==> config.mk <==
export PLATFORM = sky130hd
export DESIGN_NAME = fsm_core
export DESIGN_NICKNAME = d
export VERILOG_FILES = /design/src/rtl/fsm_core.sv
export SDC_FILE = /design/constraint.sdc
export NUM_CORES = 1
export LEC_CHECK = 0
export ABC_AREA = 1
export CAP_MARGIN = 5
export CORE_AREA = 2 2 39 41
export DETAILED_ROUTE_END_ITERATION = 7
export DIE_AREA = 0 0 41 43
export PLACE_DENSITY = 0.51
export REMOVE_ABC_BUFFERS = 1
export SKIP_LAST_GASP = 1
export SYNTH_ARGS = -nofsm -noshare
export SYNTH_HDL_FRONTEND = slang
export SYNTH_SLANG_ARGS = --single-unit
==> constraint.sdc <==
create_clock -name clk -period 0.9 [get_ports clk]
set_input_delay 0.09 -clock clk [delete_from_list [all_inputs] [get_ports clk]]
set_output_delay 0.09 -clock clk [all_outputs]
set_load 0.02 [all_outputs]
==> src/rtl/fsm_core.sv <==
// fsm_core: overlapping serial detector for pattern 10110 (first bit received is MSB).
// Define FSM_CORE_MEALY_EN to make y a combinational Mealy flag; default build is Moore.
module fsm_core (
  input  logic       clk,
  input  logic       rst,
  input  logic       x,
  output logic       y,
  output logic [3:0] ps1,
  output logic [3:0] ns1
);

  // state | meaning
  // S0    | idle, no partial match
  // S1    | seen "1"
  // S2    | seen "10"
  // S3    | seen "101"
  // S4    | seen "1011"
  // S5    | seen "10110", pattern detected
  typedef enum logic [3:0] {
    S0 = 4'd0,
    S1 = 4'd1,
    S2 = 4'd2,
    S3 = 4'd3,
    S4 = 4'd4,
    S5 = 4'd5
  } state_e;

  state_e state_q;
  state_e state_d;

  // Decoded from the ps1 port so an upset of the visible state code recovers like a real one.
  always_comb begin
    state_d = S0;
    if (!rst) begin
      case (ps1)
        S0:      state_d = x ? S1 : S0;
        S1:      state_d = x ? S1 : S2;
        S2:      state_d = x ? S3 : S0;
        S3:      state_d = x ? S4 : S2;
        S4:      state_d = x ? S1 : S5;
        S5:      state_d = x ? S3 : S0;
        default: state_d = S0;
      endcase
    end
  end

  assign ps1 = state_q;
  assign ns1 = state_d;

`ifdef FSM_CORE_MEALY_EN
  always_ff @(posedge clk) begin
    if (rst) begin
      state_q <= S0;
    end else begin
      state_q <= state_d;
    end
  end

  assign y = (ps1 == S4) && !x && !rst;
`else
  logic y_q;

  // y_q tracks "next state is S5", so it is high exactly while ps1 == S5.
  always_ff @(posedge clk) begin
    if (rst) begin
      state_q <= S0;
      y_q     <= 1'b0;
    end else begin
      state_q <= state_d;
      y_q     <= (state_d == S5);
    end
  end

  assign y = y_q;
`endif

endmodule

==> results of run 1 <==
==> power breakdown <==
part | switching, mW | internal, mW
Combinational | 0.0799 | 0.0877
Clock | 0.0718 | 0.149
Sequential | 0.0161 | 0.188
Total | 0.168 | 0.425
==> kinds of logic (layout without fill, tap and decap cells) <==
| logic type | after synthesis | count (layout) | synth area share (%) |
|---|---|---|---|
| simple gates | 12 | 12 | 26.0 |
| buf+inv | 7 | 27 | 17.5 |
| compound gates | 5 | 5 | 13.0 |
| flops | 4 | 4 | 41.6 |
| other cells | 1 | 2 | 1.95 |
==> cells in the mapped netlist (all sizes together) <==
cell	number	share of area (%)
dfxtp	4	42
inv	5	9.7
nand3	4	10
nand2	3	5.8
conb	1	1.9
a21oi	4	10
o21ai	1	2.6
nor2	5	9.7
buf	2	7.8
==> what timing repair did <==
action / in CTS / in global routing
gates resized for setup: 48 / 7
pin swaps: 2 / 0
buffers inserted: 2 / 0
endpoints found under the setup margin: 10 / 11
==> cell type report <==
type,count,share of cell area (%)
clock buffers,3,5.25
well taps,16,4.66
inverters,5,4.37
multi-input cells,19,26.2
flip-flops and latches,4,20.7
repair buffers,19,38.8
==> worst register-to-register path, cell delays in order (launching register included) <==
cell and delay [ns]:
dfxtp_2 0.34, inv_2 0.07, o21ai_2 0.14, nand3_2 0.09
buf_4 0.14, buf_6 0.11, nor2_1 0.08
==> routing by layer <==
metal / track usage, % / up-vias / wire length (um)
met5: 0 / - / 0
met4: 6.00 / 0 / 0
met3: 1.57 / 0 / 36
met2: 10.3 / 7 / 276
met1: 7.72 / 107 / 224
li1: - / 128 / -
==> worst paths after layout <==
check,startpoint,end,slack [ns],cells past startpoint
worst max-delay path,ps1[1],ns1[1],-0.31,6
worst min-delay path,x,ps1[1],0.40,4
worst min register to register,ps1[0],ps1[1],0.62,2
worst max register to register,ps1[2],y,-0.12,6
==> metrics by stage <==
step / util (%) / TNS [ns] / total power [mW]
floorplan: - / -0.780 / 0.264
global placement: 25.4 / -4.02 / 0.346
detailed placement: 25.4 / -3.98 / 0.347
CTS: 29.9 / -1.20 / 0.602
global route: 31.0 / -1.73 / 0.625
finish: 31.0 / -1.14 / 0.593
==> sequential cells by signal, indices dropped and copies added (netlist names) <==
| name | flops |
|---|---|
| ps1 | 3 |
| y | 1 |
==> reports/results.ini, run 1 <==
[run_status]
outcome = finished, violations left
failed_checks = negative setup slack

[layout]
seq_area_um2 = 88.8
stdcell_count = 66
multi_input_area_um2 = 113
final_common_cell = buf_4
layout.nets = 55
drive_above_1_share_pct = 66.0
antenna_cells = 0
final_area_um2 = 429
area_growth_pct = 123
n_fill_cell = 153
layout_common_cells = buf_4 (10), buf_6 (6), nor2_1 (4)

[grt]
grt_max_degree = 8
grt_remaining_overflow = 0
antenna_found_initial = 0
grt_use_total_pct = 6.93
first_global_vias = 234
grt_pass1_wl_um = 800

[critical_path]
worstPathArrival_ns = 1.12
crit_chain = nand2_2 -> inv_1 -> nor2_1 -> nand2_1 -> a21oi_2 -> buf_4
crit_required_ns = 0.81
cp-end-kind = primary output
crit_family = flip-flops
max_stage_delay_ns = 0.36
cp_slowest_cell = dfxtp_4
critPathKind = reg -> out
critPathLaunchType = flop
cp.buffers_inverters = 2
worstPathMaxFanout = 5

[drt]
via_per_inst = 3.67
drc = 0
wl_um = 537
vias = 242
first_iter_violations = 2
dr.pass1.iters = 2
ant_nets = 0
wl_per_cell_um = 8.14

[yosys]
yosysSeqAreaShare_pct = 41.6
ys_warn_count = 0
syn_avg_cell_area_um2 = 6.64
ys_seq_elements = 4
syn_inst = 29
synth_cell_types = 10
netlist_area_um2 = 193

[hold_path]
hold_path_class = in -> reg

[sta]
rsz0062_at_grt = true
drv_slew = 0
hold_viol_final = 0
period_needed_ns = 1.21
skew_ns = 0.000703
setup_violations = 8
finalCritPeriodShare_pct = 134
holdWs_ns = 0.400
setup_ws_ns = -0.308
max_freq_ghz = 0.828

[clock_network]
htree_levels = 1
cts.sinks = 4
clk_pin_slew_ns = 0.04
cts_tree = done
root_buffer = clkbuf_4
holdBufCountCts = 0
insertion_delay_ns = 0.23
cts-buffers-inserted = 3
clk_path_buf_depth = 2

[floorplanning]
die_area_um2 = 1760
io_pins = 12
die_y_um = 43
std_cell_rows = 14
core_um2 = 1380
die_w_um = 41
start_util_pct = 13.9

[job]
max_cap_violations = 0

[place]
pre_cts_slack_ns = -0.771
portBuffers = 9
place_inst = 61
place_hpwl_um = 366
gp_congestion = 0.717
placed_area_um2 = 352

[pwr]
vdd_drop_max_mv = 0.553
pwr_density_cell_nw_per_um2 = 1380
p_leak_nw = 0.218

Note: power is estimated with default switching activity, not from simulation.
==> run 2, diff against run 1 <==
--- a/config.mk
+++ b/config.mk
@@ -7,10 +7,12 @@
 export LEC_CHECK = 0
 export ABC_AREA = 1
 export CAP_MARGIN = 5
+export CELL_PAD_IN_SITES_DETAIL_PLACEMENT = 0
+export CELL_PAD_IN_SITES_GLOBAL_PLACEMENT = 1
 export CORE_AREA = 2 2 39 41
 export DETAILED_ROUTE_END_ITERATION = 7
 export DIE_AREA = 0 0 41 43
-export PLACE_DENSITY = 0.51
+export PLACE_DENSITY = 0.65
 export REMOVE_ABC_BUFFERS = 1
 export SKIP_LAST_GASP = 1
 export SYNTH_ARGS = -nofsm -noshare
==> reports/results.ini, run 2 (synthesis gave the netlist of run 1 again) <==
[sta]
rsz0062_at_grt = true  ; unchanged
skew_ns = 0.000452  ; was 0.000703 ns
holdWs_ns = 0.369  ; was 0.400 ns
period_needed_ns = 1.22  ; was 1.21 ns
finalCritPeriodShare_pct = 135  ; was 134%
hold_viol_final = 0  ; unchanged
max_freq_ghz = 0.821  ; was 0.828 GHz
setup_violations = 8  ; unchanged
setup_ws_ns = -0.318  ; was -0.308 ns
drv_slew = 0  ; unchanged

[grt]
grt_max_degree = 8  ; unchanged
grt_use_total_pct = 6.42  ; was 6.93%
grt_remaining_overflow = 0  ; unchanged
grt_pass1_wl_um = 724  ; was 800 um
first_global_vias = 198  ; was 234
antenna_found_initial = 0  ; unchanged

[floorplanning]
core_um2 = 1380  ; unchanged
io_pins = 12  ; unchanged
std_cell_rows = 14  ; unchanged
die_area_um2 = 1760  ; unchanged
die_y_um = 43  ; unchanged
die_w_um = 41  ; unchanged
start_util_pct = 13.9  ; unchanged

[clock_network]
clk_path_buf_depth = 2  ; unchanged
cts_tree = done  ; unchanged
cts-buffers-inserted = 3  ; unchanged
htree_levels = 1  ; unchanged
cts.sinks = 4  ; unchanged
root_buffer = clkbuf_4  ; unchanged
insertion_delay_ns = 0.23  ; about the same
clk_pin_slew_ns = 0.04  ; about the same

[drt]
via_per_inst = 3.70  ; was 3.67
ant_nets = 0  ; unchanged
vias = 233  ; was 242
drc = 0  ; unchanged
first_iter_violations = 0  ; was 2
dr.pass1.iters = 1  ; was 2
wl_per_cell_um = 7.73  ; was 8.14 um
wl_um = 487  ; was 537 um

[critical_path]
critPathKind = reg -> out  ; unchanged
critPathLaunchType = flop  ; unchanged
worstPathArrival_ns = 1.13  ; was 1.12 ns
cp-end-kind = primary output  ; unchanged
crit_required_ns = 0.81  ; about the same
worstPathMaxFanout = 4  ; was 5

[layout]
stdcell_count = 63  ; was 66
final_common_cell = buf_4  ; unchanged
drive_above_1_share_pct = 51.1  ; was 66.0%
layout.nets = 52  ; was 55
antenna_cells = 0  ; unchanged
largest_reg_flops = 3  ; unchanged
area_growth_pct = 89.0  ; was 123%
layout_common_cells = buf_4 (8), nor2_1 (5), a21oi_1 (4), nand3_1 (4)  ; was buf_4 (10), buf_6 (6), nor2_1 (4)

[place]
place_inst = 60  ; was 61
place_hpwl_um = 344  ; was 366 um
portBuffers = 9  ; unchanged
gp_congestion = 0.676  ; was 0.717

[pwr]
vdd_drop_max_mv = 0.529  ; was 0.553 mV
p_total_mw = 0.554  ; was 0.593 mW
pwr_density_cell_nw_per_um2 = 1520  ; was 1380 nW/um2
p_leak_nw = 0.198  ; was 0.218 nW

[hold_path]
hold_path_class = in -> reg  ; unchanged

[job]
max_cap_violations = 0  ; unchanged

[run_status]
outcome = finished, violations left  ; unchanged
failed_checks = negative setup slack  ; unchanged

run 2: cell types whose count changed in the layout (fill, tap and decap cells not counted), moves of 2 or more:
| cell | previous run | this run |
|---|---|---|
| buf_2 | 1 | 3 |
| buf_6 | 6 | 3 |
| a21oi_2 | 3 | 0 |
| nand3_1 | 2 | 4 |
| a21oi_1 | 1 | 4 |
| nand3_2 | 2 | 0 |
| buf_4 | 10 | 8 |
run 2: path summary, 6_finish.rpt:
path              startpoint  endpoint  slack, ns  cells past startpoint
hold reg to reg       ps1[0]    ps1[1]       0.57                      2
setup reg to reg      ps1[2]    ps1[2]      -0.05                      5
setup / recovery      ps1[2]    ns1[1]      -0.32                      5
hold / removal             x    ps1[1]       0.37                      4
run 2: power breakdown:
group | switching [mW] | leakage, nW | internal, mW
sequential | 0.0142 | 0.0343 | 0.190
clock | 0.0664 | 0.0138 | 0.149
combinational | 0.0701 | 0.150 | 0.0648
run 2: stage by stage:
stage / setup TNS (ns) / setup slack [ns] / cell area [um2] / util (%)
after CTS: -1.04 / -0.317 / 370 / 26.8
final: -1.02 / -0.318 / 364 / 26.3
after global routing: -1.49 / -0.392 / 364 / 26.3
after global placement: -3.95 / -0.780 / 344 / 24.9
after floorplan: -0.780 / -0.281 / 181 / -
after detailed placement: -3.99 / -0.768 / 344 / 24.9
run 2: timing repair:
action | CTS | global route
gates resized for setup | 42 | 1
pin swaps | 1 | 0
setup endpoints to repair | 10 | 10
hold buffers | 0 | 0
setup buffers | 0 | 0
run 2: area by class of cell:
class	instances	area [um2]
clock buffer	3	22.5
fill	168	1020
inverter	5	18.8
multi-input combinational	19	88.8
sequential	4	86.3
tap	16	20.0
timing repair buffer	16	128
run 2: critical path, cell delays in order, from the launching register on:
cell	delay (ns)
dfxtp_2	0.35
inv_2	0.06
a21oi_1	0.12
nand2_1	0.08
a21oi_1	0.13
buf_4	0.16
run 2: routing by layer:
metal  vias up  GRT usage, %  wire, um
met5         -             0         0
met4         0          6.00         0
met3         0          3.14        30
met2         7          8.13       246
met1       104          7.37       210
li1        122             -         -
==> patch 1, RTL diff (config.mk and constraints of run 2) <==
Put a register stage on the output `ns1`, without a reset. The value now appears one clock later. The other outputs are not delayed to match.
--- a/src/rtl/fsm_core.sv
+++ b/src/rtl/fsm_core.sv
@@ -47,3 +47,5 @@
   assign ps1 = state_q;
-  assign ns1 = state_d;
+  always_ff @(posedge clk) begin
+    ns1 <= state_d;
+  end
 
Function: changed (a bounded check fails within 4 cycles, from zero or initial values and one cycle with rst high).
==> patch 1 against run 2 <==
  * The run still ends with negative setup slack left
  * Wire length grew 18%
  * Die area is the same
  * Sequential cell count grew 3
  * Total power grew 40%
  * Area after synthesis grew 47%
  * Maximum frequency grew 34%
  * Clock skew grew 0.0020 ns
  * Final cell count grew 7.9%
  * Combinational power grew 9.6%
  * Via count grew 13%
  * Final area grew 19%
  * Worst setup slack gained 0.31 ns
  * Non-clock buffer count shrank 6
  * Critical path type is now reg -> reg
  * Critical endpoint is now y$_SDFF_PP0_
  * Largest cell class is now sequential cells
==> patch 1: results (changes against run 2) <==
\begin{tabular}{lr}
\hline
Metric & Value \\
\hline
\multicolumn{2}{l}{\textbf{Outcome}} \\
\quad Outcome & finished with violations \\
\quad Failing checks & negative setup slack \\
\multicolumn{2}{l}{\textbf{Hold path}} \\
\quad HP Start & x \\
\multicolumn{2}{l}{\textbf{Global route}} \\
\quad Overall global routing resource usage & 0.0854 (+0.0212) \\
\quad Pin count of the biggest net entering global routing & 6 (-2) \\
\quad Wire length of the first global-routing pass & 979 um (+35\%) \\
\quad Number of global-route vias before repair & 269 (+36\%) \\
\multicolumn{2}{l}{\textbf{Critical path}} \\
\quad Data arrival time of the critical path & 1.09 ns (-0.04 ns) \\
\quad Launch point of the worst reg-to-reg path & ps1[0]\$\_SDFF\_PP0\_ \\
\quad Depth of the worst register-to-register path & 6 (+1) \\
\quad Crit path max fanout & 3 (-1) \\
\multicolumn{2}{l}{\textbf{Power}} \\
\quad Leak pwr & 0.236 nW (+19\%) \\
\quad Switch share & 0.283 (+0.0110) \\
\quad Peak ir drop on the vdd network & 0.000484 V (-8.5\%) \\
\multicolumn{2}{l}{\textbf{Synthesis}} \\
\quad Post-synthesis sequential area ratio & 0.493 (+0.0778) \\
\quad Number of distinct library cells after synthesis & 12 (+2) \\
\quad Total number of yosys warnings & 0 (unchanged) \\
\quad Synth cell count leaders & 12 x sky130\_fd\_sc\_hd\_\_nand2\_1, 9 x sky130\_fd\_sc\_hd\_\_inv\_1, 7 x sky130\_fd\_sc\_hd\_\_dfxtp\_1 \\
\quad Cell types occupying the most area after synthesis & sky130\_fd\_sc\_hd\_\_dfxtp\_1 49\%, sky130\_fd\_sc\_hd\_\_nand2\_1 16\%, sky130\_fd\_sc\_hd\_\_inv\_1 12\% \\
\multicolumn{2}{l}{\textbf{Drt}} \\
\quad WL final & 573 um (+18\%) \\
\quad Number of optimization iterations in the first detailed-route pass & 4 (+3) \\
\quad Overall via count from detail\_route & 263 (+13\%) \\
\multicolumn{2}{l}{\textbf{Cells and area}} \\
\quad Number of nets in the layout & 56 (+7.7\%) \\
\quad Final-layout fill cell count & 164 (-2.4\%) \\
\quad Proportion of layout cells with a drive suffix above 1 & 0.558 (+0.0471) \\
\multicolumn{2}{l}{\textbf{Placement}} \\
\quad Final HPWL DP & 411 um (+20\%) \\
\quad Final Wtd Congestion & 0.670 (-0.98\%) \\
\multicolumn{2}{l}{\textbf{Clock tree}} \\
\quad Post-CTS Setup Bufs & 0 (unchanged) \\
\multicolumn{2}{l}{\textbf{Timing}} \\
\quad Post-Route Skew & 0.00246 ns (+0.00201 ns) \\
\quad Post-Route Setup TNS & -0.00669 ns (+1.01 ns) \\
\quad Setup ws final & -0.00669 ns (+0.311 ns) \\
\quad Setup violators final & 1 (-7) \\
\hline
\end{tabular}
patch 1: metal layers:
metal  up-vias  share of wire  wire length (um)  track usage
met2         5           0.53               301        0.122
met5         -              0                 0            0
li1        133              -                 -            -
met4         0          0.017                10       0.0800
met1       123           0.42               242       0.0903
met3         2          0.033                19       0.0314
patch 1: kinds of logic after synthesis:
| logic type | count (synthesis) | share of synthesized area |
|---|---|---|
| other | 1 | 0.0132 |
| AND/OR/NAND/NOR | 16 | 0.242 |
| buffers and inverters | 12 | 0.185 |
| AO/OA/AOI/OAI | 3 | 0.0661 |
| flip-flops | 7 | 0.493 |
patch 1: final cells by class:
type	count	area [um^2]	share of cell area
tap	16	20.0	0.0464
clock buffer	4	26.3	0.0609
multi-input combinational	21	135	0.313
sequential	7	144	0.333
timing repair buffer	10	66.3	0.154
inverter	10	40.0	0.0928
patch 1: worst max-delay path: stages (launching register included):
cell                      delay (ns)
sky130_fd_sc_hd__dfxtp_2        0.32
sky130_fd_sc_hd__buf_6          0.12
sky130_fd_sc_hd__inv_4          0.05
sky130_fd_sc_hd__nand2_4        0.05
sky130_fd_sc_hd__a21oi_2        0.13
sky130_fd_sc_hd__nand2_2        0.08
sky130_fd_sc_hd__nor2_2         0.10
patch 1: repair_timing:
| action | 4_1_cts | 5_1_grt |
|---|---|---|
| gates resized for setup | 34 | 13 |
| hold buffers | 0 | 0 |
| pin swaps | 4 | 6 |
| setup endpoints to repair | 14 | 10 |
| cloned | 0 | 0 |
patch 1: worst paths after layout:
kind / to / slack [ns]
setup / recovery: y$_SDFF_PP0_ / -0.007
hold / removal: ps1[1]$_SDFF_PP0_ / 0.57
setup reg to reg: y$_SDFF_PP0_ / -0.007
hold reg to reg: ps1[0]$_SDFF_PP0_ / 0.62
patch 1: per-stage QoR:
step | setup WS (ns) | hold slack [ns] | cells | cell area [um^2] | utilization
global route | -0.0670 | 0.610 | 68 | 432 | 0.312
detailed placement | -0.166 | 0.687 | 66 | 405 | 0.293
global placement | -0.167 | 0.673 | 66 | 405 | 0.293
CTS | -0.0290 | 0.580 | 70 | 439 | 0.317
floorplan | -0.0179 | 0.307 | 38 | 273 | -
finish | -0.00669 | 0.570 | 68 | 432 | 0.312
patch 1: power by group through the flow:
stage / sequential [mW] / clock, mW / combinational (mW)
3_3_place_gp: 0.343 / 0 / 0.150
6_report: 0.345 / 0.281 / 0.148
5_1_grt: 0.347 / 0.317 / 0.163
2_1_floorplan: 0.372 / 0 / 0.0525
3_5_place_dp: 0.344 / 0 / 0.150
4_1_cts: 0.336 / 0.293 / 0.153
==> patch 2, RTL diff (settings of run 2) <==
Made on the original files. Build with the macro `FSM_CORE_MEALY_EN` defined.
--- a/src/rtl/fsm_core.sv
+++ b/src/rtl/fsm_core.sv
@@ -2,2 +2,4 @@
 // Define FSM_CORE_MEALY_EN to make y a combinational Mealy flag; default build is Moore.
+`define FSM_CORE_MEALY_EN
+
 module fsm_core (
Function: changed (Yosys sat finds a counterexample within 10 cycles, from zero or initial values and one cycle with rst high).
==> patch 2 against run 2 <==
  * The flow still finishes with violations (negative setup slack)
  * Area after synthesis shrank 2.6%
  * Final area rose by 29%
  * Sequential cell count shrank 1
  * Wire length grew 29%
  * Total power down 4.2%
  * Worst setup slack better by 0.019 ns
  * Register-to-register slack lost 0.18 ns
  * Core utilization rose by 7.6 points
  * Final cell count grew 9.5%
  * Critical path type unchanged
  * Critical endpoint is now ns1[0]
==> patch 2: results (changes against run 2) <==
\begin{tabular}{lr}
\hline
Metric & Value \\
\hline
\multicolumn{2}{l}{\textbf{Outcome}} \\
\quad Failing checks & negative setup slack \\
\quad Outcome & finished with violations \\
\multicolumn{2}{l}{\textbf{Drt}} \\
\quad Total met2 wirelength after detailed routing & 384 um (+56\%) \\
\quad Overall via count from detail\_route & 262 (+12\%) \\
\quad Routed met1 length & 224 um (+6.7\%) \\
\quad Mean routed wirelength per cell & 9.13 um (+18\%) \\
\multicolumn{2}{l}{\textbf{Cells and area}} \\
\quad Number of nets in the layout & 57 (+9.6\%) \\
\quad Final-layout fill cell count & 157 (-6.5\%) \\
\multicolumn{2}{l}{\textbf{Global route}} \\
\quad Number of global-route vias before repair & 252 (+27\%) \\
\quad Wire length of the first global-routing pass & 924 um (+28\%) \\
\quad Pin count of the biggest net entering global routing & 5 (-3) \\
\multicolumn{2}{l}{\textbf{Timing}} \\
\quad Setup violators final & 9 (+1) \\
\quad Worst hold margin & 0.448 ns (+0.0782 ns) \\
\quad Setup ws final & -0.299 ns (+0.0187 ns) \\
\quad Post-Route Setup TNS & -1.60 ns (-0.588 ns) \\
\multicolumn{2}{l}{\textbf{Power}} \\
\quad Peak ir drop on the vdd network & 0.000560 V (+6.0\%) \\
\quad Leak pwr & 0.236 nW (+19\%) \\
\quad Register share of total power & 0.281 (-0.087) \\
\multicolumn{2}{l}{\textbf{Critical path}} \\
\quad Depth of the worst register-to-register path & 7 (+2) \\
\quad Worst setup path end & ns1[0] \\
\multicolumn{2}{l}{\textbf{Synthesis}} \\
\quad Post-Synthesis Mean Instance Area & 6.26 um\^{}2 (-5.8\%) \\
\quad Compound-gate portion of the synthesized area & 0.107 (-0.0232) \\
\quad Post-synthesis sequential area ratio & 0.320 (-0.0956) \\
\multicolumn{2}{l}{\textbf{Clock tree}} \\
\quad Post-CTS Setup Bufs & 3 (+3) \\
\multicolumn{2}{l}{\textbf{Placement}} \\
\quad Placed inst area & 339 um\^{}2 (-1.5\%) \\
\quad Worst setup timing slack at the placement stage & -0.715 ns (+0.0530 ns) \\
\hline
\end{tabular}
==> patch 2: cell count changes in the layout (fill, tap and decap cells not counted), moves of 2 or more <==
cell	before	now
sky130_fd_sc_hd__a21oi_1	4	2
sky130_fd_sc_hd__buf_2	3	0
sky130_fd_sc_hd__buf_6	3	9
sky130_fd_sc_hd__inv_4	0	2
sky130_fd_sc_hd__nand2_2	1	3
sky130_fd_sc_hd__nand3_1	4	0
sky130_fd_sc_hd__nor2_1	5	3
sky130_fd_sc_hd__nor2_4	0	2
==> patch 2: layout make-up <==
type | count | area (um^2) | area share
Multi-Input combinational cell | 20 | 139 | 0.296
Clock buffer | 4 | 26.3 | 0.0560
Sequential cell | 3 | 68.8 | 0.147
Tap cell | 16 | 20.0 | 0.0427
Inverter | 6 | 27.5 | 0.0587
Timing Repair Buffer | 20 | 188 | 0.400
==> patch 2: cell families (layout without fill, tap and decap cells) <==
logic type,after synthesis,count (layout)
buffers and inverters,8,30
and+or+nand+nor,14,14
AOI/OAI and AO/OA,4,4
DFF,3,3
other,1,2
